<file path="config.mk">
export PLATFORM = sky130hd
export DESIGN_NAME = seg_scan_mux
export DESIGN_NICKNAME = d
export VERILOG_FILES = /design/src/rtl/seg_scan_pkg.sv /design/src/rtl/seg_prescaler.sv /design/src/rtl/seg_scan_mux.sv
export SDC_FILE = /design/constraint.sdc
export NUM_CORES = 1
export LEC_CHECK = 0
export CORE_MARGIN = 3
export CORE_UTILIZATION = 45
export DETAILED_ROUTE_END_ITERATION = 12
export PLACE_DENSITY = 0.78
export SKIP_CTS_REPAIR_TIMING = 1
export SYNTH_ARGS = -nofsm -noshare
export SYNTH_HDL_FRONTEND = slang
export SYNTH_SLANG_ARGS = --single-unit
</file>
<file path="constraint.sdc">
create_clock -name clk -period 2.8 [get_ports clk]
set_input_delay 0.28 -clock clk [delete_from_list [all_inputs] [get_ports clk]]
set_output_delay 0.28 -clock clk [all_outputs]
set_load 0.005 [all_outputs]
</file>
<file path="src/rtl/seg_scan_pkg.sv">
// Shared types and helpers for the multiplexed seven-segment scan driver.
// Index helpers work on a 16-bit mask; narrower masks are zero-extended by the caller.
package seg_scan_pkg;

    localparam int DEF_DIGITS = 4;
    localparam int DEF_SEG_W  = 7;
    localparam int DEF_FREQ   = 15000;
    localparam int MAX_DIGITS = 16;
    localparam int IDX_W      = 4;

    typedef logic [MAX_DIGITS-1:0] mask_t;
    typedef logic [IDX_W-1:0]      idx_t;

    typedef struct packed {
        idx_t idx;
        logic wrap;
        logic found;
    } next_t;

    function automatic idx_t lowest_enabled(input mask_t mask);
        idx_t r = '0;
        for (int i = MAX_DIGITS - 1; i >= 0; i--) begin
            if (mask[i]) r = idx_t'(i);
        end
        return r;
    endfunction

    // Lowest enabled index above cur; if none, wrap to the lowest enabled index overall.
    function automatic next_t next_enabled(input mask_t mask, input idx_t cur);
        next_t r;
        r.idx   = cur;
        r.wrap  = 1'b1;
        r.found = |mask;
        for (int i = MAX_DIGITS - 1; i >= 0; i--) begin
            if (mask[i] && (idx_t'(i) > cur)) begin
                r.idx  = idx_t'(i);
                r.wrap = 1'b0;
            end
        end
        if (r.wrap && r.found) r.idx = lowest_enabled(mask);
        return r;
    endfunction

    function automatic mask_t onehot(input idx_t idx);
        mask_t r = '0;
        r[idx] = 1'b1;
        return r;
    endfunction

endpackage

</file>
<file path="src/rtl/seg_prescaler.sv">
// Free-running dwell counter; tick is high for one cycle every FREQ+1 cycles.
module seg_prescaler #(
    parameter int FREQ  = 15000,
    parameter int CBITS = $clog2(FREQ + 1)
) (
    input  logic clk,
    input  logic rst_n,
    output logic tick
);

    logic [CBITS-1:0] r_cnt;

    assign tick = (r_cnt == CBITS'(FREQ));

    // NOTE: sequential state uses non-blocking assignments so every flop samples pre-edge values.
    always_ff @(posedge clk or negedge rst_n) begin
        if (!rst_n) r_cnt <= '0;
        else        r_cnt <= tick ? '0 : r_cnt + 1'b1;
    end

endmodule

</file>
<file path="src/rtl/seg_scan_mux.sv">
// N-digit seven-segment scan driver with enable mask and a double-buffered load path.
// A loaded frame waits in the shadow buffer and is applied only when the scan wraps.
module seg_scan_mux
    import seg_scan_pkg::*;
#(
    parameter int DIGITS = DEF_DIGITS,
    parameter int SEG_W  = DEF_SEG_W,
    parameter int FREQ   = DEF_FREQ,
    parameter int CBITS  = $clog2(FREQ + 1),
    parameter int DSEL_W = $clog2(DIGITS)
) (
    input  logic                    clk,
    input  logic                    rst_n,
    input  logic [DIGITS*SEG_W-1:0] data_in,
    input  logic [DIGITS-1:0]       en_in,
    input  logic                    data_valid,
    output logic                    data_ready,
    output logic [SEG_W-1:0]        segment,
    output logic [DIGITS-1:0]       anode,
    output logic [DSEL_W-1:0]       digit_sel,
    output logic                    tick,
    output logic                    frame_start
);

    logic [DIGITS*SEG_W-1:0] r_frame;
    logic [DIGITS*SEG_W-1:0] r_shadow;
    logic [DIGITS-1:0]       r_mask;
    logic [DIGITS-1:0]       r_shadow_mask;
    logic                    r_pending;
    logic [DSEL_W-1:0]       r_sel;
    logic [SEG_W-1:0]        r_seg;
    logic [DIGITS-1:0]       r_anode;

    logic                    w_tick;
    logic                    w_accept;
    logic                    w_apply;
    logic                    w_next_found;
    next_t                   w_step;
    idx_t                    w_next_idx;
    logic [DIGITS*SEG_W-1:0] w_src;

    seg_prescaler #(
        .FREQ (FREQ),
        .CBITS(CBITS)
    ) u_prescaler (
        .clk  (clk),
        .rst_n(rst_n),
        .tick (w_tick)
    );

    assign w_step   = next_enabled(mask_t'(r_mask), idx_t'(r_sel));
    assign w_accept = data_valid && !r_pending;
    assign w_apply  = w_tick && w_step.wrap && r_pending;

    // NOTE: every always_comb output gets a default first so no path can infer a latch.
    always_comb begin
        w_next_idx   = w_step.idx;
        w_next_found = w_step.found;
        w_src        = r_frame;
        if (w_apply) begin
            w_next_idx   = lowest_enabled(mask_t'(r_shadow_mask));
            w_next_found = |r_shadow_mask;
            w_src        = r_shadow;
        end
    end

    // NOTE: the frame buffers are plain flops, so reset clears them; a frame must not survive reset.
    always_ff @(posedge clk or negedge rst_n) begin
        if (!rst_n) begin
            r_frame       <= '0;
            r_shadow      <= '0;
            r_mask        <= '0;
            r_shadow_mask <= '0;
            r_pending     <= 1'b0;
            r_sel         <= '0;
            r_seg         <= '0;
            r_anode       <= '0;
        end else begin
            if (w_accept) begin
                r_shadow      <= data_in;
                r_shadow_mask <= en_in;
                r_pending     <= 1'b1;
            end else if (w_apply) begin
                r_pending     <= 1'b0;
            end
            if (w_apply) begin
                r_frame <= r_shadow;
                r_mask  <= r_shadow_mask;
            end
            if (w_tick) begin
                if (w_next_found) begin
                    r_sel   <= DSEL_W'(w_next_idx);
                    r_seg   <= w_src[w_next_idx*SEG_W +: SEG_W];
                    r_anode <= DIGITS'(onehot(w_next_idx));
                end else begin
                    r_seg   <= '0;
                    r_anode <= '0;
                end
            end
        end
    end

    assign data_ready  = !r_pending;
    assign segment     = r_seg;
    assign anode       = r_anode;
    assign digit_sel   = r_sel;
    assign tick        = w_tick;
    assign frame_start = w_tick && w_step.wrap;

endmodule

</file>
## Word level (Yosys, flattened, before mapping)

Index checks and enable logic that the tools add are counted.
W data, S select, Z words.

| operators by class | value |
|---|---|
| add/sub/neg operators | 1 |
| multiply operators | 1 |
| order comparisons | 5 |
| equal/unequal tests | 1 |
| shift operators | 1 |
| multiplexer cells | 22 |
| reduce and logical (&&, ||, !) cells | 13 |

Operators by type and width:

| cell | count |
|---|---|
| $mux W4 | 9 |
| $mux W28 | 1 |
| $shiftx A28 B8 Y7 | 1 |
| $add A14 B1 Y14 const B | 1 |
| $eq A14 B14 Y1 const B | 1 |
| $mux W14 | 1 |
| $mux W3 | 3 |
| $logic_and A1 B1 Y1 | 8 |
| $reduce_or A4 Y1 | 2 |
| $mul A4 B3 Y7 const B | 1 |
| $mux W7 | 1 |
| $lt A4 B5 Y1 const B | 1 |
| $demux W1 S4 | 1 |
| $ge A4 B1 Y1 const B | 1 |
| $gt A2 B2 Y1 const A | 2 |
| $mux W1 | 4 |
| $mux W2 | 2 |
| $gt A1 B2 Y1 const A | 1 |
| $reduce_and A2 Y1 | 1 |
| $reduce_bool A2 Y1 | 1 |
| $logic_not A1 Y1 | 1 |

| storage, ports and cells | value |
|---|---|
| bits in registers | 92 |
| bits of input ports | 35 |
| output and inout bits | 16 |
| word-level logic and storage cells | 53 |

## Depth between registers and ports, before layout

Gate-level depths: netlist of run 1.

| logic depth | value |
|---|---|
| word-level depth | 13 |
| mapped depth | 13 |
| gate-level depth less buffers | 10 |

## Modules after synthesis

Synthesis of run 1 repeated with hierarchy kept, for this count alone.

| unflattened totals | value |
|---|---|
| cells, all modules | 430 |
| area, all modules | 4376.7 µm² |

Modules (own cells, without submodules):

| module | times used | cells an instance | area an instance (µm²) | sequential area each (µm²) |
|---|---|---|---|---|
| seg_scan_mux | 1 | 362 | 3678.5 | 1951.9 |
| seg_prescaler | 1 | 68 | 698.2 | 350.3 |

## Worst setup path before layout of run 1

No wires, ideal clock.

| timing path | value |
|---|---|
| path kind | reg-to-reg |
| start point | register u_prescaler.r_cnt[2] |
| end point | register r_seg[0] (netlist: segment[0]) |
| setup time | 0.121 ns |
| arrival | 2.634 ns |
| required time | 2.679 ns |
| slack | 0.045 ns |
| cell stages (with the launch flop) | 11 |
| cell sequence | dfrtp_1 or4b_1 or4_1 buf_2 clkinv_2 o2111a_1 buf_6 mux2i_1 buf_2 o21ai_0 a22o_1 |

| between the ends | value |
|---|---|
| word-level cells in the longest chain between the ends | 7 |

Ends and longest elaborated chain:

| what | line | RTL |
|---|---|---|
| start, declared | seg_prescaler.sv:11 | `logic [CBITS-1:0] r_cnt;` |
| start signal, assigned | seg_prescaler.sv:18 | `else r_cnt <= tick ? '0 : r_cnt + 1'b1;` |
| $eq A14 B14 Y1 * | seg_prescaler.sv:13 | `assign tick = (r_cnt == CBITS'(FREQ));` |
| $logic_and A1 B1 Y1 (2 in series) | seg_scan_mux.sv:53 | `assign w_apply = w_tick && w_step.wrap && r_pending;` |
| $mux W4 | seg_scan_mux.sv:60 | `if (w_apply) begin` |
| $mul A4 B3 Y7 | seg_scan_mux.sv:93 | `r_seg <= w_src[w_next_idx*SEG_W +: SEG_W];` |
| $shiftx A28 B8 Y7 | seg_scan_mux.sv:93 |  |
| $mux W7 | seg_scan_mux.sv:91 | `if (w_next_found) begin` |
| end signal, assigned | seg_scan_mux.sv:93 |  |
| end, declared | seg_scan_mux.sv:31 | `logic [SEG_W-1:0] r_seg;` |

Every way passes the cells marked *; elsewhere a longest branch is shown, timed or not.
A chain may end at the register's enable or synchronous reset.

## Final worst setup path of run 1

| timing path | value |
|---|---|
| start point | register u_prescaler.r_cnt[2] |
| end point | output tick |

| between the ends | value |
|---|---|
| word-level cells in the longest chain between the ends | 1 |

Ends and longest elaborated chain:

| what | line | RTL |
|---|---|---|
| $eq A14 B14 Y1 | seg_prescaler.sv:13 |  |
| end, declared | seg_scan_mux.sv:21 | `output logic tick,` |

Every way passes these cells.

==> summary.txt, run 1 <==
Outcome
  • Status: finished, final reports clean

STA
  • RSZ-0062 raised after global routing: no
  • Final hold violation count: 0
  • Setup TNS: 0 ns
  • Fmax: 375 MHz
  • Skew final: 0.00769 ns
  • Slew Limit Fails: 0
  • Slew of the pin with the lowest slew margin: 0.567 ns
  • Final Critical Period: 2.67 ns
  • Setup Viol. Count Final: 0
  • Slew headroom: 62.0%
  • Final period util: between 90% and 100%
  • Setup ws final: about 0.13 ns

Layout
  • Register area: 2300 um^2
  • Area taken by multi-input logic gates: around 1800 um^2
  • Design area: 5140 um^2
  • Post-layout utilization of the core: 57.6%
  • Filler instances: 733
  • Synthesis-to-layout area growth: 21.4%
  • Antenna Cells: 0
  • Ratio of cells with drive above 1 in the final layout: 18.5%
  • Layout net count: 504

Logic synthesis
  • Post-Syn Area per Cell: 10.5 um^2
  • Synth area leaders: dfrtp_1, mux2_2, nand2_1
  • Flops & latches, synth: between 90 and 100
  • Post-synthesis sequential area ratio: a little over half
  • Yosys warns: 0
  • Synth area leader: dfrtp_1
  • Post-Syn Area: 4240 um^2
  • Syn Inst Count: roughly 400
  • Mapped Nets: 440
  • Post-synthesis cell type count: 40
  • Yosys top cell area share: between 50 and 60%

Worst setup path
  • Startpoint types: flip-flop
  • Data required, critical path: 2.52 ns
  • Arrival time worst endpoint: 2.39 ns
  • Worst setup EP type: output pin
  • Setup CP Type: flip-flop to output pin
  • Worst-path maximum fanout: 8

Drt
  • Post-route ant nets: 0
  • Via density: 5.27
  • DR pass1 iterations: 4
  • Drt drc: 0
  • WL final: 8.73 mm
  • DR iter-0 viols: 119
  • DR vias: 3049
  • Post-DR wirelength/cell: about 15 um

Global routing
  • Number of global-route vias before repair: between 3k and 4k
  • First-pass GRT wire length: 15.0 mm
  • Largest net degree at the start of global routing: 50
  • Total Routing Usage GR: 18.1%
  • Initial antenna violation count: 0
  • Total gr overflow: 0

Pwr
  • Sequential Power Share: 60.2%
  • Peak supply drop: 0.000267 V
  • Sw Ratio: 23.4%
  • Pwr per Cell Area: 462 nW/um^2
  • Int Power: 1.82 mW
  • Static Leak: around 2.4 nW
  • Switching power: 0.555 mW
  • Combinational power share: 8.6%
  • Clock share of power: 31.2%

Placement
  • Detailed placement HPWL: 6.38 mm
  • Buffers on Ports: 50
  • Routability cong.: about 0.84
  • Pre-CTS setup slack: 0.165 ns
  • DP Area: slightly below 5000 um^2

Clocking
  • CTS root buffer: clkbuf_8
  • Clock slew at reported path FFs: 0.08 ns
  • Clock Sinks: 92
  • Max clock buf depth: 2
  • TritonCTS clock tree: built
  • Worst skew pair latency: about 0.35 ns
  • CTS Buf Count: 9
  • H-tree levels: 3

Worst hold path
  • Worst hold-check path type: input port to asynchronous set/reset pin

Run
  • Max-Cap Viols: 0

Die
  • Die area: 10600 um^2
  • Core footprint: approximately 8900 um^2
  • Die span in x: roughly 100 um
  • Die H: 103 um
  • Initial core utilization: 47.4%
  • Site Rows: 34
  • Io pins: a little over 50
[metrics by stage]
stage / std cells / hold slack, ns / power (mW)
after floorplan: 403 / -0.0156 / 1.54
after global placement: 559 / 0.306 / 1.66
after detailed placement: 559 / 0.309 / 1.66
after CTS: 574 / -0.0779 / 2.40
after global routing: 579 / 0.491 / 2.48
final: 579 / 0.453 / 2.38
[flip-flops by register name (all words and copies together), names as in the netlist]
| register | count |
|---|---|
| r_frame | 28 |
| r_shadow | 28 |
| u_prescaler.r_cnt | 14 |
| segment | 7 |
| anode | 4 |
| r_mask | 4 |
| r_shadow_mask | 4 |
| digit_sel | 2 |
| r_pending | 1 |
[logic make-up (layout without fill, tap and decap cells)]
logic type | Yosys count | in the layout | share of synthesized area [%]
buf+inv | 29 | 97 | 3.10
flops | 92 | 92 | 54.4
fa+ha+maj | 2 | 2 | 0.591
simple gates | 161 | 161 | 16.0
mux | 61 | 61 | 16.0
xor+xnor | 12 | 12 | 2.48
compound gates | 46 | 46 | 7.41
[placed cells by master (no fill, tap or decap), types with 2 or more instances in the layout]
master	instances
clkdlybuf4s50_1	48
nand3_1	7
o211ai_1	7
a21o_1	2
nand2b_1	3
clkbuf_8	9
o21ai_1	5
and2_1	2
a21oi_1	3
ha_1	2
xor2_1	7
a32oi_1	2
mux2i_1	16
inv_1	6
buf_4	23
nand4_1	3
clkbuf_1	4
and3_1	4
o21ai_0	14
nand2_1	112
dfrtp_1	92
xnor2_1	5
nor2_1	19
mux2_2	44
a22o_1	7
o21bai_1	2
nor2b_1	3
[critical path, cell delays in order, from the launching register on]
cell             delay [ns]
dfrtp_1                0.38
or4b_1                 0.52
or4_4                  0.45
inv_4                  0.08
buf_8                  0.11
clkdlybuf4s50_1        0.49
[synth_stat cells]
cell,instances
nand2_1,112
dfrtp_1,92
mux2_2,44
nor2_1,19
mux2i_1,16
o21ai_0,14
clkbuf_1,9
a22o_1,7
nand3_1,7
o211ai_1,7
xor2_1,7
buf_1,6
inv_1,6
buf_2,5
o21ai_1,5
xnor2_1,5
and3_1,4
nor2b_1,4
a21oi_1,3
nand2b_1,3
nand4_1,3
a21o_1,2
a32oi_1,2
and2_1,2
buf_6,2
ha_1,2
o21bai_1,2
a221oi_1,1
a311oi_2,1
and2_0,1
and4_1,1
clkinv_2,1
mux4_2,1
nand3b_1,1
nor3_1,1
nor3b_1,1
o2111a_1,1
o21a_1,1
or4_1,1
or4b_1,1
[power by group through the flow]
stage / registers (mW) / clock network, mW / logic, mW
floorplan: 1.44 / 0 / 0.105
global placement: 1.45 / 0 / 0.201
detailed placement: 1.46 / 0 / 0.207
CTS: 1.43 / 0.763 / 0.208
global route: 1.44 / 0.820 / 0.224
finish: 1.43 / 0.742 / 0.205
[cell type report]
| cell class | count | area share, % |
|---|---|---|
| flip-flops and latches | 92 | 44.8 |
| multi-input cells | 282 | 35.3 |
| repair buffers | 75 | 13.8 |
| clock buffers | 13 | 2.70 |
| well taps | 108 | 2.63 |
| inverters | 7 | 0.560 |
| clock inverters | 2 | 0.243 |
[layer usage]
layer | routed length, um | track usage [%] | part of all wire [%]
met4 | 167 | 5.48 | 1.9
met2 | 4250 | 29.7 | 49
met1 | 4020 | 23.9 | 46
met5 | 0 | 0 | 0
met3 | 297 | 4.40 | 3.4
[final timing paths]
| check | cells past startpoint | slack (ns) | to | startpoint |
|---|---|---|---|---|
| hold reg to reg | 2 | 0.46 | r_frame[10]$_DFF_PN0_ | r_frame[10]$_DFF_PN0_ |
| hold / removal | 2 | 0.45 | u_prescaler.r_cnt[13]$_DFF_PN0_ | rst_n |
| setup / recovery | 5 | 0.13 | tick | u_prescaler.r_cnt[2]$_DFF_PN0_ |
| setup reg to reg | 9 | 0.22 | segment[1]$_DFFE_PN0N_ | u_prescaler.r_cnt[2]$_DFF_PN0_ |
| min in group clk | 2 | 0.46 | r_frame[10]$_DFF_PN0_ | r_frame[10]$_DFF_PN0_ |
| max in group asynchronous | 3 | 1.71 | r_frame[12]$_DFF_PN0_ | rst_n |
No activity file was read; power rests on OpenSTA's default activity.
==> inputs of run 2 (changes only) <==
--- a/config.mk
+++ b/config.mk
@@ -6,9 +6,9 @@
 export NUM_CORES = 1
 export LEC_CHECK = 0
 export CORE_MARGIN = 3
-export CORE_UTILIZATION = 45
+export CORE_UTILIZATION = 56
 export DETAILED_ROUTE_END_ITERATION = 12
-export PLACE_DENSITY = 0.78
+export PLACE_DENSITY = 0.89
 export SKIP_CTS_REPAIR_TIMING = 1
 export SYNTH_ARGS = -nofsm -noshare
 export SYNTH_HDL_FRONTEND = slang
==> constraint.sdc (replaced) <==
create_clock -name clk -period 2.6 [get_ports clk]
set_input_delay 0.26 -clock clk [delete_from_list [all_inputs] [get_ports clk]]
set_output_delay 0.26 -clock clk [all_outputs]
set_load 0.005 [all_outputs]
==> summary.txt, run 2 (synthesis gave the netlist of run 1 again) <==
Layout
  • Most frequent cells in the layout: nand2_1, dfrtp_1, clkdlybuf4s50_1
  • Post-layout utilization of the core: 74.0% (+16 points)
  • Design area: 5390 um^2 (+4.9%)
  • Synthesis-to-layout area growth: 27.4%
  • Layout Cells excl Fill: 578 (-0.17%)
  • Largest registers: r_frame: 28 flops, r_shadow: 28 flops, u_prescaler.r_cnt: 14 flops
  • Antenna Cells: 0 (unchanged)
  • Commonest non-fill, non-tap cell in the layout: nand2_1
  • Layout net count: 511 (+1.4%)
  • Ratio of cells with drive above 1 in the final layout: 22.8% (+4.3 points)

Outcome
  • Failing checks: negative setup slack
  • Status: finished with violations

STA
  • Final hold violation count: 0 (unchanged)
  • RSZ-0062 raised after global routing: yes
  • Slew headroom: 55.8% (-6.1 points)
  • Setup ws final: -0.139 ns (-0.272 ns)
  • Hold Slack: 0.399 ns (-0.0537 ns)
  • Slew of the pin with the lowest slew margin: 0.661 ns (+0.0938 ns)
  • Skew final: 0.0102 ns (+0.00250 ns)
  • Final period util: 105%
  • Final Critical Period: 2.74 ns
  • Setup Viol. Count Final: 13 (+13)
  • Fmax: roughly 370 MHz
  • Slew Limit Fails: 0 (unchanged)
  • Setup TNS: -1.07 ns (-1.07 ns)

Worst setup path
  • Crit path depth: 10 (+5)
  • Crit-path max cell delay: 0.58 ns (+0.06 ns)
  • Worst setup EP type: flip-flop
  • CP max-delay cell: or4_4
  • Cell family with most CP delay: simple AND/OR/NAND/NOR gates
  • Setup CP Type: flip-flop to flip-flop
  • Startpoint types: flip-flop
  • CP Buf/Inv Count: 3 (unchanged)
  • Crit path cell chain: or4b_1 -> or4_4 -> clkinv_4 -> o2111a_2 -> buf_12 -> mux2i_4 -> buf_6 -> o211ai_1 -> o21ai_1 -> a22o_1
  • R2R depth: 10 (+1)
  • Data required, critical path: 2.91 ns (+0.39 ns)
  • Arrival time worst endpoint: 3.04 ns (+0.65 ns)
  • Worst-path maximum fanout: 6 (-2)

Global routing
  • Number of global-route vias before repair: 3293 (+5.6%)
  • Largest net degree at the start of global routing: 57 (+14%)
  • Initial antenna violation count: 0 (unchanged)
  • Total Routing Usage GR: 22.7% (+4.6 points)
  • Total gr overflow: 0 (unchanged)
  • First-pass GRT wire length: 15.3 mm (+1.8%)

Pwr
  • Static Leak: 2.55 nW (+4.4%)
  • Pwr per Cell Area: 523 nW/um^2 (+13%)
  • Tot Pwr: 2.82 mW (+19%)
  • Peak supply drop: 0.000371 V (+39%)

Clocking
  • Max clock buf depth: 2 (unchanged)
  • TritonCTS clock tree: built
  • Worst skew pair latency: 0.37 ns (+0.02 ns)
  • CTS Buf Count: 9 (unchanged)
  • CTS root buffer: clkbuf_8
  • Clock Sinks: 92 (unchanged)
  • Clock slew at reported path FFs: 0.09 ns (about the same)
  • H-tree levels: 3 (unchanged)

Placement
  • DP Area: 4960 um^2 (+0.56%)
  • Detailed placement HPWL: 6.45 mm (+1.2%)
  • Routability cong.: 0.840 (-0.34%)
  • Dpl cells: 553 (-1.1%)
  • Buffers on Ports: 50 (unchanged)
  • Pre-CTS setup slack: -0.0192 ns (-0.185 ns)

Die
  • Die H: 93.0 um (-9.8%)
  • Die span in x: 93.0 um (-9.8%)
  • Initial core utilization: 58.1% (+11 points)
  • Io pins: 51 (unchanged)
  • Site Rows: 31 (-8.8%)
  • Die area: 8640 um^2 (-19%)
  • Core footprint: 7290 um^2 (-18%)

Drt
  • WL final: 10.2 mm (+17%)
  • Post-route ant nets: 0 (unchanged)
  • DR vias: 3265 (+7.1%)
  • DR iter-0 viols: 219 (+84%)
  • Via density: 5.65 (+7.3%)
  • DR pass1 iterations: 4 (unchanged)
  • Drt drc: 0 (unchanged)
  • Post-DR wirelength/cell: 17.7 um (+17%)

Run
  • Max-Cap Viols: 0 (unchanged)

Worst hold path
  • Worst hold-check path type: input port to asynchronous set/reset pin
run 2: where the power goes:
group,total [mW],switching (mW),internal (mW)
registers,1.54,0.0543,1.49
logic,0.230,0.0985,0.131
clock network,1.05,0.518,0.528
run 2: worst paths after layout:
path	startpoint	endpoint	slack [ns]
min in group clk	r_frame[23]$_DFF_PN0_	r_frame[23]$_DFF_PN0_	0.49
max	u_prescaler.r_cnt[2]$_DFF_PN0_	segment[1]$_DFFE_PN0N_	-0.14
max in group asynchronous	rst_n	r_frame[1]$_DFF_PN0_	1.55
min	rst_n	u_prescaler.r_cnt[3]$_DFF_PN0_	0.40
min reg2reg	r_frame[23]$_DFF_PN0_	r_frame[23]$_DFF_PN0_	0.49
max reg2reg	u_prescaler.r_cnt[2]$_DFF_PN0_	segment[1]$_DFFE_PN0N_	-0.14
run 2: layout make-up:
type	count	area (um^2)
Tap cell	99	124
Sequential cell	92	2300
Multi-Input combinational cell	282	1870
Inverter	7	31.3
Clock inverter	4	55.1
Fill cell	507	1900
Clock buffer	12	165
Timing Repair Buffer	82	847
run 2: worst reg2reg max path, delay by kind of cell, from the launching register on:
kind / cells / cell delay (ns)
simple gates: 2 / 1.11
buf+inv: 3 / 0.35
compound gates: 4 / 0.57
mux: 1 / 0.25
flops: 1 / 0.39
run 2: routing by layer:
layer	up-vias	track usage [%]	share of wire (%)
met4	0	11.0	2.7
met5	-	0	0
met3	33	4.79	6.2
met2	120	40.3	52
li1	1505	-	-
met1	1607	25.9	39
